===== src/rtl/rom_fetch_arbiter.sv =====
// Shares one single-port instruction ROM between the fetch port (F) and the
// debug/loader port (D). F has fixed priority; a starvation counter forces a D grant.
module rom_fetch_arbiter #(
   parameter int unsigned DATA_WIDTH   = 32,
   parameter int unsigned ADDR_WIDTH   = 10,
   parameter int unsigned STARVE_LIMIT = 4
) (
   input  logic                  clk,
   input  logic                  rst,
   input  logic                  f_req_valid,
   input  logic [ADDR_WIDTH-1:0] f_req_addr,
   output logic                  f_req_ready,
   output logic                  f_rsp_valid,
   output logic [DATA_WIDTH-1:0] f_rsp_data,
   input  logic                  f_rsp_ready,
   input  logic                  d_req_valid,
   input  logic [ADDR_WIDTH-1:0] d_req_addr,
   output logic                  d_req_ready,
   output logic                  d_rsp_valid,
   output logic [DATA_WIDTH-1:0] d_rsp_data,
   input  logic                  d_rsp_ready,
   output logic [ADDR_WIDTH-1:0] rom_addr,
   input  logic [DATA_WIDTH-1:0] rom_q,
   output logic                  busy
);

   localparam int unsigned CW = $clog2(STARVE_LIMIT + 1);

   typedef enum logic [1:0] {IDLE, READ, RESP} state_t;

   state_t                state, state_nx;
   logic                  grant, grant_nx;          // 1 = D owns the current access
   logic [CW-1:0]         starve_cnt, starve_nx;
   logic [ADDR_WIDTH-1:0] addr_nx;
   logic [DATA_WIDTH-1:0] f_data_nx, d_data_nx;
   logic                  d_win;
   logic                  at_limit;

   always_ff @(posedge clk or posedge rst) begin
      if (rst) begin
         state      <= IDLE;
         grant      <= 1'b0;
         starve_cnt <= '0;
         rom_addr   <= '0;
         f_rsp_data <= '0;
         d_rsp_data <= '0;
      end else begin
         state      <= state_nx;
         grant      <= grant_nx;
         starve_cnt <= starve_nx;
         rom_addr   <= addr_nx;
         f_rsp_data <= f_data_nx;
         d_rsp_data <= d_data_nx;
      end
   end

   always_comb begin
      state_nx    = state;
      grant_nx    = grant;
      starve_nx   = starve_cnt;
      addr_nx     = rom_addr;
      f_data_nx   = f_rsp_data;
      d_data_nx   = d_rsp_data;
      f_req_ready = 1'b0;
      d_req_ready = 1'b0;
      at_limit    = (starve_cnt == CW'(STARVE_LIMIT));
      d_win       = d_req_valid && (!f_req_valid || at_limit);

      case (state)
         IDLE: begin
            if (d_win) begin
               d_req_ready = 1'b1;
               addr_nx     = d_req_addr;
               grant_nx    = 1'b1;
               starve_nx   = '0;
               state_nx    = READ;
            end else if (f_req_valid) begin
               f_req_ready = 1'b1;
               addr_nx     = f_req_addr;
               grant_nx    = 1'b0;
               // Count F grants that bypass a waiting D; saturate at the limit
               if (!d_req_valid)
                  starve_nx = '0;
               else if (!at_limit)
                  starve_nx = starve_cnt + CW'(1);
               state_nx    = READ;
            end
         end
         READ: begin
            if (grant) d_data_nx = rom_q;
            else       f_data_nx = rom_q;
            state_nx = RESP;
         end
         RESP: begin
            if (grant ? d_rsp_ready : f_rsp_ready)
               state_nx = IDLE;
         end
         default: state_nx = IDLE;
      endcase
   end

   assign f_rsp_valid = (state == RESP) && !grant;
   assign d_rsp_valid = (state == RESP) &&  grant;
   assign busy        = (state != IDLE);

endmodule


===== config.mk =====
export PLATFORM = sky130hd
export DESIGN_NAME = rom_fetch_arbiter
export DESIGN_NICKNAME = d
export VERILOG_FILES = /design/src/rtl/rom_fetch_arbiter.sv
export SDC_FILE = /design/constraint.sdc
export NUM_CORES = 1
export LEC_CHECK = 0
export ABC_CLOCK_PERIOD_IN_PS = 3700
export BUFFER_PORTS_ARGS = -buffer_cell sky130_fd_sc_hd__buf_2
export CAP_MARGIN = 20
export CELL_PAD_IN_SITES_DETAIL_PLACEMENT = 1
export CELL_PAD_IN_SITES_GLOBAL_PLACEMENT = 1
export CORE_MARGIN = 3
export CORE_UTILIZATION = 32
export DETAILED_ROUTE_END_ITERATION = 10
export PLACE_DENSITY_LB_ADDON = 0.15
export SYNTH_ARGS = -nofsm -noshare
export SYNTH_HDL_FRONTEND = slang
export SYNTH_SLANG_ARGS = --single-unit

===== constraint.sdc =====
create_clock -name clk -period 3.7 [get_ports clk]
set_input_delay 0.74 -clock clk [delete_from_list [all_inputs] [get_ports clk]]
set_output_delay 0.74 -clock clk [all_outputs]
set_load 0.005 [all_outputs]

# == Word level (Yosys, flattened, before mapping) ==
# Index checks and enable logic that the tools add are counted.
# word_totals
mem_bits_ro,0
wordCells,46
output_inout_bits,79
ram_bits,0
reg_bits,80
memories,0
latch_bits,0
# classes
div_mod_pow,0
bitwise,1
n_eq_ne,6
mux,18
addsub,1
reduce_logical,14
n_lt_le_gt_ge,0
mul,0
shifts,0
# op_table
op,count
$mux W10,2
$mux W3,4
$mux W1,8
$reduce_and A2 Y1,4
$mux W2,3
$ne A3 B3 Y1 const B,2
$pmux W2 S3,1
$reduce_bool A2 Y1,2
$add A3 B1 Y3 const B,1
$eq A3 B3 Y1 const B,1
$logic_and A1 B1 Y1,3
$reduce_and A3 Y1,1
$eq A2 B1 Y1 const B,1
$eq A2 B2 Y1 const B,1
$logic_not A1 Y1,2
$logic_not A2 Y1,1
$ne A2 B2 Y1 const B,1
$logic_or A1 B1 Y1,1
$not A1 Y1,1

# == Longest topological paths before layout ==
# logic_depth
depth_word,5
mapped_depth,6
ltp_nobuf,5

# == Least setup slack after synthesis ==
# No wires, ideal clock.
# synth_timing
path_kind,input port to output port
startpoint,in f_req_valid
endpoint,out f_req_ready
t_arrival_ns,1.210
n_path_buf,0
setup_slack_ns,1.750
t_required_ns,2.960
cell_stages,3
path_cell_list,a21bo_2 nand2_1 and3_1
# synth_via
elab_chain_len,5
word_cells_on_any_way,6
# synth_rtl
item,line,source
start: declaration,10,"input logic f_req_valid,"
$logic_not A1 Y1,67,d_win = d_req_valid && (!f_req_valid || at_limit);
$logic_or A1 B1 Y1,67,
$logic_and A1 B1 Y1,67,
$mux W1 *,71,if (d_win) begin
$mux W1 *,69,case (state)
end: declaration,12,"output logic f_req_ready,"
# Mark *: on every way between the ends. The rest lies on a longest branch, timed or not.

# == Worst setup path after layout ==
# layout_timing
startpoint,reg starve_cnt[0]
endpoint,out f_req_ready
# layout_via
elab_chain_len,5
# layout_rtl
item,line,source
start: declaration,33,"logic [CW-1:0] starve_cnt, starve_nx;"
start signal: assignment,50,starve_cnt <= starve_nx;
$eq A3 B3 Y1,66,at_limit = (starve_cnt == CW'(STARVE_LIMIT));
$logic_or A1 B1 Y1,67,
$logic_and A1 B1 Y1,67,
$mux W1,71,
$mux W1,69,
# No other way between the ends.

==> summary.md <==
| Metric | Value |
|---|---|
| # rows | `36` |
| Post-CTS Setup Repair Bufs | `0` |
| Final nets | `429` |
| Maximum vdd drop | `319 µV` |
| Finished Layout Cells | `507` |
| Detailed placement HPWL | `6090 µm` |
| Synth top cells by count | `dfrtp_1 (80), mux2_2 (35), mux2_4 (30)` |
| Layout area overhead | `30.0%` |
| CTS Sinks | `80` |
| CP endpoint kind | `output pin` |
| Initial Util | `33.7%` |
| TritonRoute pass-1 iters | `4` |
| Height of the die | `109 µm` |
| Largest area contributor in the netlist | `dfrtp_1` |
| Global route overflow | `0` |
| Synth Area in Adders | `0.743%` |
| Leakage | `0.00223 µW` |
| CTS tree | `done` |
| Syn_nets | `292` |
| Clock-pin slew on the worst setup and hold paths | `90 ps` |
| Tcrit/Tclk final | `68.2%` |
| First-pass GRT wire length | `13100 µm` |
| Final RePlAce weighted congestion | `0.822` |
| FF/Latch Area | `2000 µm²` |
| Simple-gate share of the synthesized area | `5.68%` |
| Vias in the first global route | `2498` |
| Die width | `109 µm` |
| Ys async rst share | `100%` |
| Die area | `11800 µm²` |
| Final wirelength | `8210 µm` |
| Unrepaired setup endpoints after global routing | `no` |
| Largest family of logic cells by synthesized area | `multiplexers` |
| Synth Register Bits | `80` |
| Total GRT Usage | `14.4%` |
| Worst-skew pair later-pin latency | `340 ps` |
| Post-CTS sizing | `0` |
| H-tree Lvls | `3` |
| Root Driver | `clkbuf_8` |
| Fmax achieved | `396 MHz` |
| Final Max Tran Viols | `0` |
| Mapped Area | `3370 µm²` |
| Antenna diode count | `0` |
| Crit-path slowest cell | `dfrtp_1` |
| Worst path max stage delay | `390 ps` |
| Total negative slack | `0 ps` |
| Synth top area share | `59.4%` |
| Cell count after placement | `491` |
| Cts hold-fix bufs | `0` |
| Final Hold Fails | `0` |
| Count leader, synth | `dfrtp_1` |
| Mux cell area share after synthesis | `25.4%` |
| IO buf count | `136` |
| Core area | `10000 µm²` |
| Num CTS Buffers | `9` |
| Distinct cells, synth | `26` |
| Total number of vias | `2364` |
| YS warnings | `0` |
| Pin count of the biggest net entering global routing | `33` |
| Delay-heaviest family, CP | `flip-flops` |
| Worst path required time | `2960 ps` |
| Post-synth EDFFs | `0` |
| Cell Pwr Density | `864 nW/µm²` |
| Ratio of cells with drive above 1 in the final layout | `60.2%` |
| Worst setup SP type | `register` |
| Syn Area/Cell | `14.5 µm²` |
| Fillers | `1124` |
| Area occupied by multi-input gates | `1220 µm²` |
| Slew @ Worst Pin | `1020 ps` |
| Synth Area in Compound Gates | `4.20%` |
| Ys flop type | `dfrtp_1` |
| Register area share after synthesis | `59.4%` |
| Initial antenna violation count | `0` |
| Critical Path AT | `1780 ps` |
| Status | `complete, no violations` |
| CTS max path bufs | `2` |
| DR WL/cell | `16.2 µm` |
| Vias per cell | `4.66` |
| Tmin final | `2520 ps` |
| Max Cap Viol | `0` |
| Remaining DRCs | `0` |
| WS Path Type | `register to output pin` |
| Slew HR | `31.8%` |
| Routed Antenna Nets | `0` |
| Ports | `137` |
| Worst clock skew | `9.22 ps` |
| Hold Crit Class | `input pin to async pin` |
| Starting DRT DRC Count | `66` |
| Worst path buffer plus inverter count | `2` |
| Ranking of synthesized cells by area | `dfrtp_1 (59%), mux2_4 (13%), mux2_2 (12%), o221ai_1 (2.6%), inv_1 (1.9%)` |
| Final Setup Violations | `0` |
| Crit-path max FO | `13` |
| Synthesized netlist cell count | `232` |
| Crit path cell chain | `inv_1 -> ha_1 -> a21bo_2 -> nand2_1 -> and3_1 -> buf_2` |
| XOR/XNOR Fraction of Synth Area | `0%` |
## cell type report
type,count,share of cell area [%]
clock buffers,12,3.77
clock inverters,4,1.11
inverters,17,1.49
repair buffers,140,16.2
flip-flops and latches,80,45.7
multi-input cells,121,27.9
well taps,133,3.80
## power breakdown
group | total (µW) | internal, µW | leakage, µW | switching (µW)
registers | 1550 | 1320 | 0.000951 | 233
clock network | 688 | 368 | 0.000113 | 320
logic | 1540 | 905 | 0.00117 | 638
total | 3780 | 2590 | 0.00223 | 1190
## through the flow
| step | area, µm² | hold slack, ps | util [%] | setup WS, ps | total power [µW] |
|---|---|---|---|---|---|
| after global routing | 4380 | 368 | 43.8 | 1040 | 4090 |
| final | 4380 | 358 | 43.8 | 1180 | 3780 |
| after global placement | 4160 | 486 | 41.6 | 1340 | 3110 |
| after floorplan | 3370 | 502 | - | 908 | 2500 |
| after detailed placement | 4160 | 490 | 41.6 | 1290 | 3150 |
| after CTS | 4380 | 355 | 43.8 | 1140 | 3850 |
## worst register-to-register path: cells and delay by family (launching register included)
kind	cells	cell delay (ps)
simple gates	2	1150
flops	1	390
compound gates	1	210
buf+inv	1	310
## placed cells by master, fill, tap and decap left out
| cell | Yosys | final |
|---|---|---|
| o22ai_1 | 2 | 2 |
| nor2_4 | 0 | 1 |
| nor2b_1 | 1 | 1 |
| clkbuf_8 | 0 | 12 |
| buf_2 | 3 | 136 |
| o221ai_1 | 10 | 10 |
| a21bo_2 | 1 | 1 |
| bufinv_16 | 0 | 1 |
| inv_6 | 0 | 1 |
| clkinv_2 | 0 | 3 |
| mux2_4 | 30 | 30 |
| and2_0 | 1 | 1 |
| a32o_1 | 1 | 1 |
| or2_2 | 0 | 1 |
| o311ai_0 | 1 | 1 |
| nand3_1 | 11 | 11 |
| nand2_1 | 1 | 1 |
| and3_1 | 1 | 1 |
| or2_1 | 2 | 1 |
| buf_4 | 3 | 4 |
| dfrtp_1 | 80 | 80 |
| ha_1 | 2 | 2 |
| nor2_1 | 7 | 6 |
| mux2_2 | 35 | 35 |
| nand2b_1 | 2 | 2 |
| inv_1 | 17 | 16 |
| o21ai_0 | 1 | 1 |
| nand4_1 | 10 | 10 |
| mux2i_1 | 1 | 1 |
| a21boi_0 | 1 | 1 |
## layer usage
metal,part of all wire [%],track usage [%],vias to the layer above
met5,0,0,-
met4,1.4,5.41,0
met3,7.3,3.34,11
met2,45,21.9,89
met1,46,20.0,1168
li1,-,-,1096
## kinds of logic (layout without fill, tap and decap cells)
family	Yosys count	after routing
AND/OR/NAND/NOR	36	36
multiplexers	66	66
flip-flops	80	80
adder cells (fa/ha/maj)	2	2
AO/OA/AOI/OAI	17	17
buffers and inverters	31	173
## worst paths after layout
check,from,endpoint,slack (ps),cells past startpoint
min in group clk,f_rsp_data[6]$_DFFE_PP0P_,f_rsp_data[6]$_DFFE_PP0P_,500,1
min reg2reg,f_rsp_data[6]$_DFFE_PP0P_,f_rsp_data[6]$_DFFE_PP0P_,500,1
min,rst,d_rsp_data[25]$_DFFE_PP0P_,360,2
max in group asynchronous,rst,f_rsp_data[31]$_DFFE_PP0P_,2560,3
max reg2reg,state[0]$_DFFE_PP0P_,rom_addr[3]$_DFFE_PP0P_,1480,4
max,starve_cnt[0]$_DFFE_PP0P_,f_req_ready,1180,6
## registers in the layout, indices dropped and copies added (netlist names)
register    flops
f_rsp_data     32
d_rsp_data     32
state           2
grant           1
rom_addr       10
starve_cnt      3
Note: power is estimated with default switching activity, not from simulation.
